**config.mk**
```make
export PLATFORM = sky130hd
export DESIGN_NAME = cam_ctrl
export DESIGN_NICKNAME = d
export VERILOG_FILES = /design/src/rtl/cam_ctrl.sv
export SDC_FILE = /design/constraint.sdc
export NUM_CORES = 1
export LEC_CHECK = 0
export CAP_MARGIN = 0
export CORE_MARGIN = 2
export CORE_UTILIZATION = 53
export CTS_CLUSTER_DIAMETER = 80
export CTS_CLUSTER_SIZE = 12
export DETAILED_ROUTE_END_ITERATION = 8
export PLACE_DENSITY_LB_ADDON = 0.12
export SYNTH_ARGS = -nofsm -noshare
export SYNTH_HDL_FRONTEND = slang
export SYNTH_SLANG_ARGS = --single-unit
```
**constraint.sdc**
```tcl
create_clock -name clk -period 5.8 [get_ports clk]
set_input_delay 0.87 -clock clk [delete_from_list [all_inputs] [get_ports clk]]
set_output_delay 0.87 -clock clk [all_outputs]
set_load 0.03 [all_outputs]
```
**src/rtl/cam_ctrl.sv**
```systemverilog
// cam_ctrl: request sequencer in front of a 14-entry CAM with no valid bits
// and no memory reset. Clears the CAM after reset, keeps a per-slot valid
// bitmap, allocates free slots and masks hits on stale entries. Every output
// is a flop whose D input is decoded from the next state, so the pins follow
// the current state with no combinational path from req_* or rsp_ready.
module cam_ctrl #(
    parameter int NB_MEM    = 14,
    parameter int SIZE_ADDR = 4,
    parameter int DATA_W    = 8
) (
    input  logic                 clk,
    input  logic                 rst_n,
    input  logic                 req_valid,
    output logic                 req_ready,
    input  logic [1:0]           req_op,
    input  logic [DATA_W-1:0]    req_key,
    output logic                 rsp_valid,
    input  logic                 rsp_ready,
    output logic                 rsp_hit,
    output logic                 rsp_full,
    output logic [SIZE_ADDR:0]   rsp_idx,
    output logic [SIZE_ADDR-1:0] occupancy,
    output logic                 cam_enable,
    output logic                 cam_write,
    output logic [SIZE_ADDR:0]   cam_addr,
    output logic [DATA_W-1:0]    cam_data,
    input  logic [SIZE_ADDR:0]   cam_out,
    input  logic                 cam_found
);

    typedef enum logic [2:0] {
        S_INIT  = 3'd0,
        S_IDLE  = 3'd1,
        S_LOOK  = 3'd2,
        S_EVAL  = 3'd3,
        S_WRITE = 3'd4,
        S_FLUSH = 3'd5,
        S_RESP  = 3'd6
    } state_e;

    typedef enum logic [1:0] {
        OP_LOOKUP = 2'b00,
        OP_INSERT = 2'b01,
        OP_DELETE = 2'b10,
        OP_FLUSH  = 2'b11
    } op_e;

    localparam logic [SIZE_ADDR-1:0] LAST_SLOT = SIZE_ADDR'(NB_MEM - 1);
    localparam logic [SIZE_ADDR-1:0] FULL_CNT  = SIZE_ADDR'(NB_MEM);
    localparam logic [SIZE_ADDR:0]   NB_MEM_A  = (SIZE_ADDR + 1)'(NB_MEM);

    state_e                 state_q, state_d;
    op_e                    op_q, op_d;
    logic [SIZE_ADDR-1:0]   cnt_q, cnt_d;
    logic [DATA_W-1:0]      key_q, key_d;
    logic [NB_MEM-1:0]      valid_q, valid_d;
    logic [SIZE_ADDR-1:0]   occ_q;
    logic [SIZE_ADDR-1:0]   target_q, target_d;
    logic                   hit_q, hit_d;
    logic                   full_q, full_d;
    logic [SIZE_ADDR:0]     idx_q, idx_d;

    logic                   req_ready_q, req_ready_d;
    logic                   rsp_valid_q, rsp_valid_d;
    logic                   cam_en_q, cam_en_d;
    logic                   cam_wr_q, cam_wr_d;
    logic [SIZE_ADDR:0]     cam_addr_q, cam_addr_d;
    logic [DATA_W-1:0]      cam_data_q, cam_data_d;

    logic [SIZE_ADDR-1:0]   free_slot;
    logic                   free_ok;
    logic [SIZE_ADDR-1:0]   slot_in;
    logic                   in_range;
    logic                   hv;
    logic                   stale;

    function automatic logic [SIZE_ADDR-1:0] popcount(input logic [NB_MEM-1:0] v);
        logic [SIZE_ADDR-1:0] c;
        c = '0;
        for (int unsigned i = 0; i < NB_MEM; i++) c = c + SIZE_ADDR'(v[i]);
        return c;
    endfunction

    // Lowest slot whose valid bit is clear
    always_comb begin
        free_slot = '0;
        free_ok   = 1'b0;
        for (int unsigned i = 0; i < NB_MEM; i++) begin
            if (!valid_q[i] && !free_ok) begin
                free_slot = SIZE_ADDR'(i);
                free_ok   = 1'b1;
            end
        end
    end

    // Qualify the CAM result with the valid bitmap
    always_comb begin
        slot_in  = cam_out[SIZE_ADDR-1:0];
        in_range = cam_out < NB_MEM_A;
        hv       = cam_found && in_range && valid_q[slot_in];
        stale    = cam_found && in_range && !valid_q[slot_in];
    end

    // State, datapath and output registers
    always_ff @(posedge clk or negedge rst_n) begin
        if (!rst_n) begin
            state_q     <= S_INIT;
            op_q        <= OP_LOOKUP;
            cnt_q       <= '0;
            key_q       <= '0;
            valid_q     <= '0;
            occ_q       <= '0;
            target_q    <= '0;
            hit_q       <= 1'b0;
            full_q      <= 1'b0;
            idx_q       <= '0;
            req_ready_q <= 1'b0;
            rsp_valid_q <= 1'b0;
            cam_en_q    <= 1'b0;
            cam_wr_q    <= 1'b0;
            cam_addr_q  <= '0;
            cam_data_q  <= '0;
        end else begin
            state_q     <= state_d;
            op_q        <= op_d;
            cnt_q       <= cnt_d;
            key_q       <= key_d;
            valid_q     <= valid_d;
            occ_q       <= popcount(valid_d);
            target_q    <= target_d;
            hit_q       <= hit_d;
            full_q      <= full_d;
            idx_q       <= idx_d;
            req_ready_q <= req_ready_d;
            rsp_valid_q <= rsp_valid_d;
            cam_en_q    <= cam_en_d;
            cam_wr_q    <= cam_wr_d;
            cam_addr_q  <= cam_addr_d;
            cam_data_q  <= cam_data_d;
        end
    end

    // Next-state and datapath update
    always_comb begin
        state_d  = state_q;
        op_d     = op_q;
        cnt_d    = cnt_q;
        key_d    = key_q;
        valid_d  = valid_q;
        target_d = target_q;
        hit_d    = hit_q;
        full_d   = full_q;
        idx_d    = idx_q;
        unique case (state_q)
            S_INIT: begin
                cnt_d = cnt_q + 1'b1;
                if (cnt_q == LAST_SLOT) state_d = S_IDLE;
            end
            S_IDLE: begin
                if (req_valid && req_ready_q) begin
                    op_d    = op_e'(req_op);
                    key_d   = req_key;
                    state_d = (op_e'(req_op) == OP_FLUSH) ? S_FLUSH : S_LOOK;
                end
            end
            S_LOOK: state_d = S_EVAL;
            S_EVAL: begin
                hit_d   = hv;
                full_d  = 1'b0;
                idx_d   = hv ? {1'b0, slot_in} : '0;
                state_d = S_RESP;
                if (op_q == OP_DELETE && hv) valid_d[slot_in] = 1'b0;
                if (op_q == OP_INSERT && !hv) begin
                    if (stale) begin
                        target_d = slot_in;
                        state_d  = S_WRITE;
                    end else if (occ_q != FULL_CNT && free_ok) begin
                        target_d = free_slot;
                        state_d  = S_WRITE;
                    end else begin
                        full_d = 1'b1;
                    end
                end
            end
            S_WRITE: begin
                valid_d[target_q] = 1'b1;
                hit_d   = 1'b0;
                full_d  = 1'b0;
                idx_d   = {1'b0, target_q};
                state_d = S_RESP;
            end
            S_FLUSH: begin
                valid_d = '0;
                hit_d   = 1'b0;
                full_d  = 1'b0;
                idx_d   = '0;
                state_d = S_RESP;
            end
            S_RESP: begin
                if (rsp_ready && rsp_valid_q) state_d = S_IDLE;
            end
            default: state_d = S_INIT;
        endcase
    end

    // Output decode of the next state; the init write tracks the current count
    always_comb begin
        req_ready_d = (state_d == S_IDLE);
        rsp_valid_d = (state_d == S_RESP);
        cam_en_d    = (state_d == S_LOOK);
        cam_wr_d    = (state_q == S_INIT) || (state_d == S_WRITE);
        cam_addr_d  = '0;
        cam_data_d  = '0;
        if (state_q == S_INIT) begin
            cam_addr_d = {1'b0, cnt_q};
        end else if (state_d == S_WRITE) begin
            cam_addr_d = {1'b0, target_d};
            cam_data_d = key_d;
        end else if (state_d == S_LOOK) begin
            cam_data_d = key_d;
        end
    end

    assign req_ready  = req_ready_q;
    assign rsp_valid  = rsp_valid_q;
    assign rsp_hit    = hit_q;
    assign rsp_full   = full_q;
    assign rsp_idx    = idx_q;
    assign occupancy  = occ_q;
    assign cam_enable = cam_en_q;
    assign cam_write  = cam_wr_q;
    assign cam_addr   = cam_addr_q;
    assign cam_data   = cam_data_q;

endmodule

```
Word level (Yosys, flattened, before mapping)
Cells that the tools add are included.
Operators by class
  add/subtract/negate cells: 14
  order comparisons: 5
  equality and inequality tests: 15
  mux-type cells: 61
  bitwise gates (word level): 3
  reductions and logical operators: 56
Operators with widths (count)
  $mux 4: 18
  $pmux 14 s3: 1
  $add 4x1->4: 10
  $mux 8: 5
  $logic_not 1->1: 27
  $logic_and 1x1->1: 23
  $mux 1: 21
  $pmux 3 s6: 1
  $eq 3x3->1 const B: 5
  $pmux 5 s3: 1
  $and 14x14->14: 1
  $mux 14: 1
  $not 14->14: 1
  $or 14x14->14: 1
  $mux 3: 4
  $lt 4x5->1 const B: 2
  $eq 3x2->1 const B: 3
  $demux 1 s4: 2
  $ge 4x1->1 const B: 2
  $mux 2: 4
  $eq 3x1->1 const B: 2
  $lt 5x4->1 const B: 1
  $add 3x1->4: 1
  $add 4x1->4 const B: 1
  14 further kinds: 16
Word-level totals
  register bits after elaboration: 63
  input port bits: 20
  output and inout port bits: 28
  logic and storage cells: 170

Longest topological paths before layout
  depth after elaboration: 48
  depth in mapped cells: 18
  mapped depth without buffers: 16

Least setup slack after synthesis
OpenSTA, ideal clock, no wires.
  kind: in2reg
  start point: input cam_out[2]
  end point: register occ_q[2] (netlist: occupancy[2])
  setup time: 0.123 ns
  arrival time: 5.086 ns
  slack: 0.591 ns
  stages on the path: 17
  buffers on the path: 1
  cells stage by stage: clkbuf_1 -> nand3_1 -> nand3b_1 -> or3_1 -> nor4_2 -> nand3_2 -> o21ai_0 -> fa_1 -> inv_1 -> fa_1 -> inv_1 -> fa_1 -> fa_1 -> inv_1 -> ha_1 -> fa_1 -> xor2_1
Between the ends
  longest elaborated chain between the ends: 21
RTL lines
  start, declared: RTL line 27  | input logic [SIZE_ADDR:0] cam_out,
  $lt 4x5->1 (implied by the code) / $ge 4x1->1 (equally long branches): RTL line 172  | if (op_q == OP_DELETE && hv) valid_d[slot_in] = 1'b0;
  $logic_and 1x1->1 (implied by the code): RTL line 172
  $mux 1 (implied by the code): RTL line 172
  $demux 1 s4: RTL line 172
  $not 14->14 (no line)
  $and 14x14->14 (no line)
  $mux 14 (*): RTL line 172
  $pmux 14 s3 (*): RTL line 154  | unique case (state_q)
  $add 1x1->2: RTL line 80  | for (int unsigned i = 0; i < NB_MEM; i++) c = c + SIZE_ADDR'(v[i]);
  $add 2x1->3: RTL line 80
  $add 3x1->4: RTL line 80
  $add 4x1->4 (9 in a row): RTL line 80
  $add 4x1->4 (*): RTL line 80
  end signal, assigned: RTL line 129  | occ_q <= popcount(valid_d);
  end, declared: RTL line 57  | logic [SIZE_ADDR-1:0] occ_q;
Every way passes the cells marked *; elsewhere a longest branch is shown, timed or not. The select of a mux whose other input is x is not followed.
A chain may end at the register's enable or synchronous reset.

Final worst setup path
  start point: input cam_out[0]
  end point: register occ_q[2] (netlist: occupancy[2])
The elaborated chain is that of the path after synthesis.

==> reports/results.tsv <==
stage	metric	value	unit
cts	# clock sinks	61	
logic_synthesis	Post-synth EDFFs	0	
timing	Slew HR	28.1	%
setup_path	Arrival @ worst endpoint	5810	ps
finish	commonest non-fill, non-tap cell in the layout	dfrtp_1	
floorplanning	Starting Density	54.2	%
finish	diode count	0	
timing	Worst Tran Pin Value	1070	ps
floorplanning	core area	6280	um^2
global_route	largest net degree at the start of global routing	62	
setup_path	critical path type	primary input to flip-flop	
pwr	P per Cell Area	549	nW/um^2
global_route	vias in the first global route	2828	
setup_path	r2r startpoint	state_q[2]$_DFF_PN0_	
cts	Num CTS Buffers	9	
detailed_routing	first-pass detailed-route iteration total	5	
logic_synthesis	Async S/R FF share, synth	100	%
cts	Worst-Skew Late Latency	340	ps
detailed_routing	Antenna Nets Post-Route	0	
finish	synthesis-to-finish area growth	24.8	%
timing	setup TNS	0	ps
cts	H-tree depth	3	
finish	most frequent cells in the layout	dfrtp_1, clkdlybuf4s50_1, inv_1, nor2_1, nand2_1	
setup_path	Required @ worst endpoint	6030	ps
timing	RSZ-0062 raised after global routing	false	
timing	Final Hold Slack	482	ps
setup_path	Critical Path Fanout Max	13	
finish	nets	439	
cts	Root Buffer Master	clkbuf_8	
logic_synthesis	syn avg cell area	9.90	um^2
setup_path	critical path endpoint	occupancy[2]$_DFF_PN0_	
min_path	min-delay worst type	flip-flop to flip-flop	
setup_path	Setup crit end kind	flip-flop	
detailed_routing	Routed WL	8490	um
timing	final-report max-slew violation count	0	
floorplanning	DIE WIDTH	84.1	um
cts	# resized after CTS	0	
finish	share of layout cells above drive strength 1	13.4	%
timing	final worst-path cycle share	96.3	%
pwr	leakage	2.05	nW
global_route	first-pass GRT wire length	13800	um
pwr	maximum vdd drop	0.678	mV
timing	fmax	179	MHz
cts	clock buffer depth	2	
placement	gpl congestion	0.937	
floorplanning	Top Ports	48	
logic_synthesis	Seq cells post-synth	61	
logic_synthesis	main flop type after synthesis	dfrtp_1	
run	Max-Cap Viols	0	
detailed_routing	Vias	2866	
detailed_routing	drt wl/cell	17.4	um
cts	post-CTS setup buffers	0	
cts	Post-CTS Hold Fix Bufs	0	
setup_path	Worst setup SP type	primary input	
logic_synthesis	sequential area share after synthesis	44.8	%
detailed_routing	Residual DRC	0	
detailed_routing	Initial DRC Count	276	
detailed_routing	vias per cell	5.89	
setup_path	worst setup path start	cam_out[0]	
setup_path	r2r setup slk	810	ps
logic_synthesis	synth unique cells	56	
setup_path	FF-to-FF path depth	15	
global_route	Overall Global Routing Usage	25.2	%
placement	port buffer count	45	
floorplanning	row cnt	29	
finish	Fillers	508	
floorplanning	die outline height	84.1	um
placement	HPWL Detailed	6310	um
pwr	total power	2.33	mW
setup_path	reg2reg end	occupancy[2]$_DFF_PN0_	
logic_synthesis	synth warn	0	
timing	Final setup viols	0	
timing	final-report hold violation count	0	
finish	fin util	67.7	%
cts	clock-pin slew on the worst setup and hold paths	70	ps
logic_synthesis	Post-Syn Area	3400	um^2
run_status	outcome	finished clean	
logic_synthesis	post-synthesis cell count	344	
floorplanning	Die ar.	7080	um^2
timing	Tmin final	5580	ps
timing	Max Clock Skew	6.49	ps
cts	CTS tree	done	
global_route	GRT overflow	0	
global_route	initial antenna violation count	0	
==> stage by stage <==
stage | setup slack, ps | instances | area (um^2)
6_report | 215 | 487 | 4250
5_1_grt | 14.6 | 487 | 4250
4_1_cts | 212 | 487 | 4240
3_5_place_dp | -137 | 471 | 4040
3_3_place_gp | -32.0 | 471 | 4040
2_1_floorplan | 591 | 345 | 3410
==> power by group <==
part | total, mW | internal (mW) | switching (mW)
Sequential | 0.761 | 0.591 | 0.170
Combinational | 1.19 | 0.510 | 0.681
Clock | 0.380 | 0.200 | 0.181
Total | 2.33 | 1.30 | 1.03
==> routing by layer <==
layer	global-route usage (%)	vias up	wire, um
met3	4.42	20	508
met4	10.4	0	181
met1	33.6	1383	3720
li1	-	1339	-
met2	40.9	124	4090
met5	0	-	0
==> final cells by class <==
class / instances / area [um^2] / area share [%]
tap: 77 / 96.3 / 2.27
sequential: 61 / 1530 / 35.9
multi-input combinational: 236 / 1700 / 39.9
inverter: 31 / 116 / 2.74
clock inverter: 7 / 73.8 / 1.74
timing repair buffer: 66 / 616 / 14.5
clock buffer: 9 / 124 / 2.91
==> sequential cells by signal, summed over array words and instances, names as in the netlist <==
name and flops:
cam_addr 4, cam_data 8, cam_enable 1, cam_write 1
cnt_q 4, key_q 8, occupancy 4, op_q 2
req_ready 1, rsp_full 1, rsp_hit 1, rsp_idx 4
rsp_valid 1, state_q 3, target_q 4, valid_q 14
==> cells in the mapped netlist (2+ instances only) <==
| cell type | count | area (um^2) |
|---|---|---|
| nand3_1 | 5 | 25.0 |
| mux2_2 | 4 | 45.0 |
| and3_1 | 4 | 25.0 |
| o21ai_0 | 23 | 115 |
| a32o_1 | 3 | 30.0 |
| a21boi_0 | 5 | 37.5 |
| or3_1 | 3 | 18.8 |
| ha_1 | 5 | 62.6 |
| buf_4 | 2 | 15.0 |
| nand2b_1 | 6 | 37.5 |
| o211ai_1 | 3 | 22.5 |
| a221o_1 | 5 | 50.1 |
| nor2_1 | 27 | 101 |
| a21o_1 | 8 | 60.1 |
| a32oi_1 | 2 | 17.5 |
| nand2_1 | 27 | 101 |
| mux2i_1 | 13 | 130 |
| nor3_1 | 8 | 40.0 |
| xor2_1 | 2 | 17.5 |
| clkbuf_1 | 10 | 37.5 |
| nor2b_1 | 5 | 31.3 |
| a41o_1 | 4 | 40.0 |
| a311oi_1 | 2 | 17.5 |
| fa_1 | 9 | 180 |
| nor4_1 | 4 | 25.0 |
| a21oi_1 | 10 | 50.1 |
| a22oi_1 | 2 | 15.0 |
| xnor2_1 | 2 | 17.5 |
| dfrtp_1 | 61 | 1530 |
| a31o_2 | 6 | 52.6 |
| buf_2 | 4 | 20.0 |
| nand4_1 | 6 | 37.5 |
| a41oi_1 | 4 | 35.0 |
| o21a_1 | 7 | 52.6 |
| nor2_2 | 2 | 12.5 |
| inv_1 | 31 | 116 |
==> worst max-delay path, stage by stage <==
cell,delay [ps]
clkdlybuf4s50_1,530
buf_4,220
mux2_2,350
a221o_1,330
inv_1,140
nor4_4,80
a31o_2,290
fa_1,540
inv_1,60
fa_1,540
inv_1,60
fa_1,490
fa_1,500
inv_1,50
ha_1,220
fa_1,380
xor2_1,170
==> worst min path at each step <==
stage | startpoint | endpoint | slack (ps) | cells after the start
after floorplan | key_q[0]$_DFF_PN0_ | key_q[0]$_DFF_PN0_ | 450 | 2
after global placement | key_q[2]$_DFF_PN0_ | key_q[2]$_DFF_PN0_ | 460 | 2
after detailed placement | rsp_hit$_DFFE_PN0N_ | rsp_hit$_DFFE_PN0N_ | 470 | 1
after CTS | rsp_hit$_DFFE_PN0N_ | rsp_hit$_DFFE_PN0N_ | 490 | 1
after global routing | key_q[5]$_DFF_PN0_ | key_q[5]$_DFF_PN0_ | 510 | 2
final | rsp_hit$_DFFE_PN0N_ | rsp_hit$_DFFE_PN0N_ | 480 | 1
==> cell families (layout without fill, tap and decap cells) <==
kind of cell    count (synthesis)  count (layout)  share of synthesized area (%)
buf+inv                        48             113                           5.66
other cells                     1               2                          0.110
flops                          61              61                           44.8
compound gates                 90              90                           19.0
fa+ha+maj                      14              14                           7.13
mux                            19              19                           6.25
simple gates                  107             107                           16.0
xor+xnor                        4               4                           1.03
Note: power is estimated with default switching activity, not from simulation.
